$ cat src/rtl/gpr_scoreboard_file.sv
// General-purpose register file with N read ports, optional same-cycle write bypass,
// and a per-register busy scoreboard that requests a stall for operands still in flight.
module gpr_scoreboard_file #(
  parameter int DATA_WIDTH = 16,
  parameter int NUM_REGS   = 8,
  parameter int READ_PORTS = 3,
  parameter int BYPASS     = 1,
  localparam int ADDR_WIDTH = $clog2(NUM_REGS),
  localparam int CNT_WIDTH  = $clog2(NUM_REGS + 1)
) (
  input  logic                           clock,
  input  logic                           reset,
  input  logic                           write_enable,
  input  logic [ADDR_WIDTH-1:0]          write_address,
  input  logic [DATA_WIDTH-1:0]          write_data,
  input  logic [READ_PORTS-1:0]          read_valid,
  input  logic [READ_PORTS*ADDR_WIDTH-1:0] read_address,
  output logic [READ_PORTS*DATA_WIDTH-1:0] read_data,
  input  logic                           reserve_enable,
  input  logic [ADDR_WIDTH-1:0]          reserve_address,
  input  logic                           flush,
  output logic                           stall,
  output logic [CNT_WIDTH-1:0]           busy_count
);

  logic [DATA_WIDTH-1:0] regs_q [NUM_REGS];
  logic [NUM_REGS-1:0]   busy_q, busy_d;
  logic [NUM_REGS-1:0]   wr_hit, rsv_hit;
  logic [CNT_WIDTH-1:0]  count_q, count_d;
  logic                  cnt_inc, cnt_dec;

  logic [ADDR_WIDTH-1:0] rd_addr   [READ_PORTS];
  logic [DATA_WIDTH-1:0] rd_val    [READ_PORTS];
  logic                  rd_busy   [READ_PORTS];
  logic                  rd_fwd    [READ_PORTS];
  logic                  rd_in_rng [READ_PORTS];

  // One-hot decode; addresses at or beyond NUM_REGS match no register and are ignored.
  always_comb begin
    wr_hit  = '0;
    rsv_hit = '0;
    for (int r = 0; r < NUM_REGS; r++) begin
      wr_hit[r]  = write_enable   && (write_address   == ADDR_WIDTH'(r));
      rsv_hit[r] = reserve_enable && (reserve_address == ADDR_WIDTH'(r));
    end
  end

  // A reserve outranks a same-cycle write to the same register: that write retires the older producer.
  always_comb begin
    cnt_inc = |(rsv_hit & ~busy_q);
    cnt_dec = |(wr_hit & busy_q & ~rsv_hit);
    busy_d  = (busy_q & ~wr_hit) | rsv_hit;
    count_d = count_q + CNT_WIDTH'(cnt_inc) - CNT_WIDTH'(cnt_dec);
    if (flush) begin
      busy_d  = '0;
      count_d = '0;
    end
  end

  // NOTE: the register array is reset along with the scoreboard so reads after reset return zero.
  always_ff @(posedge clock or posedge reset) begin
    if (reset) begin
      for (int r = 0; r < NUM_REGS; r++) regs_q[r] <= '0;
      busy_q  <= '0;
      count_q <= '0;
    end else begin
      // NOTE: non-blocking assignments keep every state update sampling pre-edge values.
      for (int r = 0; r < NUM_REGS; r++) begin
        if (wr_hit[r]) regs_q[r] <= write_data;
      end
      busy_q  <= busy_d;
      count_q <= count_d;
    end
  end

  // NOTE: every variable below gets a default before the loops, so no latch is inferred.
  always_comb begin
    stall     = 1'b0;
    read_data = '0;
    for (int p = 0; p < READ_PORTS; p++) begin
      rd_addr[p]   = read_address[p*ADDR_WIDTH +: ADDR_WIDTH];
      rd_val[p]    = '0;
      rd_busy[p]   = 1'b0;
      rd_in_rng[p] = 1'b0;
      for (int r = 0; r < NUM_REGS; r++) begin
        if (rd_addr[p] == ADDR_WIDTH'(r)) begin
          rd_val[p]    = regs_q[r];
          rd_busy[p]   = busy_q[r];
          rd_in_rng[p] = 1'b1;
        end
      end
      rd_fwd[p] = (BYPASS != 0) && write_enable && rd_in_rng[p] &&
                  (write_address == rd_addr[p]);
      if (rd_fwd[p]) rd_val[p] = write_data;
      read_data[p*DATA_WIDTH +: DATA_WIDTH] = rd_val[p];
      if (read_valid[p] && rd_busy[p] && !rd_fwd[p]) stall = 1'b1;
    end
  end

  assign busy_count = count_q;

endmodule

$ cat config.mk
export PLATFORM = sky130hd
export DESIGN_NAME = gpr_scoreboard_file
export DESIGN_NICKNAME = d
export VERILOG_FILES = /design/src/rtl/gpr_scoreboard_file.sv
export SDC_FILE = /design/constraint.sdc
export NUM_CORES = 1
export LEC_CHECK = 0
export BUFFER_PORTS_ARGS = -buffer_cell sky130_fd_sc_hd__buf_4
export CORE_ASPECT_RATIO = 0.6
export CORE_UTILIZATION = 55
export DETAILED_ROUTE_END_ITERATION = 6
export PLACE_DENSITY = 0.75
export SLEW_MARGIN = 20
export SYNTH_ARGS = -nofsm -noshare
export SYNTH_HDL_FRONTEND = slang
export SYNTH_SLANG_ARGS = --single-unit
$ cat constraint.sdc
create_clock -name clock -period 5.78 [get_ports clock]
set_input_delay 1.156 -clock clock [delete_from_list [all_inputs] [get_ports clock]]
set_output_delay 1.156 -clock clock [all_outputs]
set_load 0.1 [all_outputs]
==> results.sh <==
export IMPL_grt_use_met1=0.517
export IMPL_period_share=0.816
export IMPL_grt_use_met3=0.0819
export IMPL_gp_congestion=0.905
export IMPL_seq_power_share=0.343
export IMPL_avgRoutedWirePerCell_um=22.8
export IMPL_dp_cells=1347
export IMPL_final_cell_area_sq_um=11200
export IMPL_syn_nets=1162
export IMPL_switchingPower_mw=1.80
export IMPL_core_sq_um=17500
export IMPL_die_h_um=107
export IMPL_syn_inst=1118
export IMPL_crit_arrival_ns=3.56
export IMPL_drtIter0Drc=1538
export IMPL_row_count=37
export IMPL_r2r_end="busy_count[2]"
export IMPL_io_buffer_count=91
export IMPL_worstHoldPathType="reg -> reg"
export IMPL_root_buffer="clkbuf_16"
export IMPL_synth_edff_count=0
export IMPL_period_needed_ns=4.72
export IMPL_worstSetupStartpointType="input pin"
export IMPL_cts_resized=0
export IMPL_yosys_warnings=0
export IMPL_pwr_share_clk=0.257
export IMPL_drive_gt1_frac=0.268
export IMPL_outcome="finished, final reports clean"
export IMPL_globalRouteTotalUtil=0.347
export IMPL_peakVddDrop_mv=0.253
export IMPL_first_pass_iters=7
export IMPL_final_util=0.642
export IMPL_start_util=0.573
export IMPL_cap_viol_max_count=0
export IMPL_cts_tree="yes"
export IMPL_relSlewSlack=0.354
export IMPL_postPlaceCellArea_sq_um=10700
export IMPL_drt_total_wl_um=31400
export IMPL_nNetsFinal=1176
export IMPL_r2r_setup_slack_ns=3.23
export IMPL_syn_avg_cell_area_sq_um=8.96
export IMPL_holdPathStages=1
export IMPL_yosysUniqueCellTypes=46
export IMPL_worstPathRequired_ns=4.62
export IMPL_fin_ws_ns=1.06
export IMPL_synth_ff_type="dfrtp_1"
export IMPL_hp_start="regs_q[43]"
export IMPL_via_per_inst=6.75
export IMPL_rr_startpoint="busy_q[0]"
export IMPL_num_vias=9305
export IMPL_crit_top_cell="buf_4"
export IMPL_hpwlAfterDp_um=19300
export IMPL_clk_path_buf_depth=2
export IMPL_postRouteAntennaNets=0
export IMPL_cp_end_kind="output port"
export IMPL_grt_pass1_vias=8658
export IMPL_p_leak_nw=4.66
export IMPL_clkSinkCount=140
export IMPL_cts_max_level=4
export IMPL_grt_max_degree=103
export IMPL_skew_ns=0.00701
export IMPL_clock_fmax_mhz=212
export IMPL_async_flop_share=1.00
export IMPL_tightest_slew_ns=0.968
export IMPL_swShare=0.435
export IMPL_ys_ff_latch=140
export IMPL_min_to="regs_q[43]"
export IMPL_reg2regPathDepth=10
export IMPL_p_comb_frac=0.400
export IMPL_crit_path_max_fanout=67
export IMPL_rsz0062_at_grt="no"
export IMPL_final_setup_viol_count=0
export IMPL_synth_top_area_share=0.350
export IMPL_drc=0
export IMPL_crit_chain="buf_4 -> xnor2_1 -> nand4_1 -> buf_4 -> a31oi_1 -> buf_4"
export IMPL_grt_antenna_before_repair=0
export IMPL_fillers=1441
export IMPL_cp_slowest_stage_delay_ns=0.62
export IMPL_syn_area_sq_um=10000
export IMPL_insertedDiodeCount=0
export IMPL_grt_overflow=0
export IMPL_crit_start="read_address[2]"
export IMPL_gr_usage_met2=0.490
export IMPL_final_cells=1379
export IMPL_grt_pass1_wl_um=49700
export IMPL_pin_count=92
export IMPL_seqCellArea_sq_um=3500
export IMPL_cts_buffers_inserted=17
export IMPL_syn2layout_area_growth_pct=12.2
export IMPL_cp_slowest_cell="buf_4"
export IMPL_synth_most_common_cell="mux2_2"
export IMPL_p_int_mw=2.34
export IMPL_drv_slew=0
export IMPL_synth_area_leader_cell="dfrtp_1"
export IMPL_globalRoute_busiestLayer="met1"
export IMPL_worstSetupPathType="in -> out"
export IMPL_fin_tns_setup_ns=0
export IMPL_yosys_top_cells_count="mux2_2 (143), dfrtp_1 (140), o21ai_0 (134)"
export IMPL_clk_pin_slew_ns=0.06
export IMPL_power_density_nw_per_um2=368
export IMPL_power_mw=4.14
export IMPL_die_w_um=176
export IMPL_hold_viol_final=0
export IMPL_synthTopCellsByArea="dfrtp_1 (35%), mux2_2 (16%), o21ai_0 (6.7%), mux4_2 (4.7%), nand2_1 (4.6%)"
export IMPL_clk_latency_ns=0.43
export IMPL_cp_buffers_inverters=3
export IMPL_hold_ws_ns=0.509
export IMPL_multi_input_area_sq_um=5900
export IMPL_hold_buffers=0
export IMPL_cts_setup_buffers=0
export IMPL_yosysSeqAreaShare=0.350
export IMPL_die_area_sq_um=18800
export IMPL_crit_family="buffers and inverters"
export IMPL_post_place_ws_ns=1.14
state kept, by name (all words and copies together), names as in the netlist:
signal / flops
busy_count: 4
busy_q: 8
regs_q: 128
per-layer routing:
layer	wire length, um	vias to the layer above
met5	0	-
met4	608	0
met3	3730	68
met2	13300	628
met1	13700	4493
li1	-	4116
area by class of cell:
class | count | share of cell area
Clock buffer | 20 | 0.0397
Clock inverter | 12 | 0.0101
Timing Repair Buffer | 109 | 0.0739
Sequential cell | 140 | 0.312
Multi-Input combinational cell | 826 | 0.525
Inverter | 38 | 0.0131
Tap cell | 234 | 0.0260
power groups by stage:
stage                     combinational [mW]  clock (mW)  sequential [mW]
after floorplan                         1.30           0             1.38
after global placement                  1.61           0             1.41
after detailed placement                1.64           0             1.42
after CTS                               1.65        1.06             1.41
after global routing                    1.75        1.11             1.44
final                                   1.66        1.06             1.42
cells by family after synthesis:
family	share of synthesized area
AND/OR/NAND/NOR	0.136
XOR/XNOR	0.0105
flip-flops	0.350
multiplexers	0.234
AO/OA/AOI/OAI	0.201
adder cells (fa/ha/maj)	0.00699
buffers and inverters	0.0618
worst max path at each step:
| stage | to | slack (ns) | cells past startpoint |
|---|---|---|---|
| 2_1_floorplan | read_data[26] | 0.55 | 5 |
| 3_3_place_gp | read_data[1] | 1.16 | 6 |
| 3_5_place_dp | read_data[1] | 1.14 | 6 |
| 4_1_cts | read_data[1] | 1.14 | 6 |
| 5_1_grt | read_data[11] | 0.98 | 6 |
| 6_report | read_data[1] | 1.06 | 6 |
placed cells by master, fill, tap and decap left out, types with 3 or more instances in the layout:
cell,Yosys,layout
nand3b_1,21,21
mux4_2,21,21
o221ai_1,4,4
and3b_1,5,5
dfrtp_1,140,140
o21ai_0,134,134
inv_6,0,4
a211oi_1,33,33
a31oi_1,35,35
nand4_1,8,8
a21o_1,11,11
mux2_2,143,143
nand3_1,10,10
ha_1,4,4
and2_1,3,3
xnor2_1,11,11
clkbuf_16,0,17
nor3_1,7,7
clkinvlp_4,0,4
a22oi_1,14,14
mux2i_1,26,26
buf_4,0,108
nor2b_1,10,10
inv_1,38,37
o211ai_1,6,6
a221oi_1,11,11
a22o_1,6,6
nand2_1,122,122
a21oi_1,32,32
a32oi_1,18,18
nor2_1,90,90
o22ai_1,15,15
o311ai_0,3,3
nand2b_1,8,8
worst reg2reg max path: stages, from the launching register on:
cell and delay, ns:
dfrtp_1 0.45, and3_1 0.17, a31oi_1 0.16, o211ai_1 0.10
or3_1 0.34, ha_1 0.30, inv_1 0.05, ha_1 0.22
fa_1 0.45, xnor2_1 0.16, nor2_1 0.05
No activity file was read; power rests on OpenSTA's default activity.
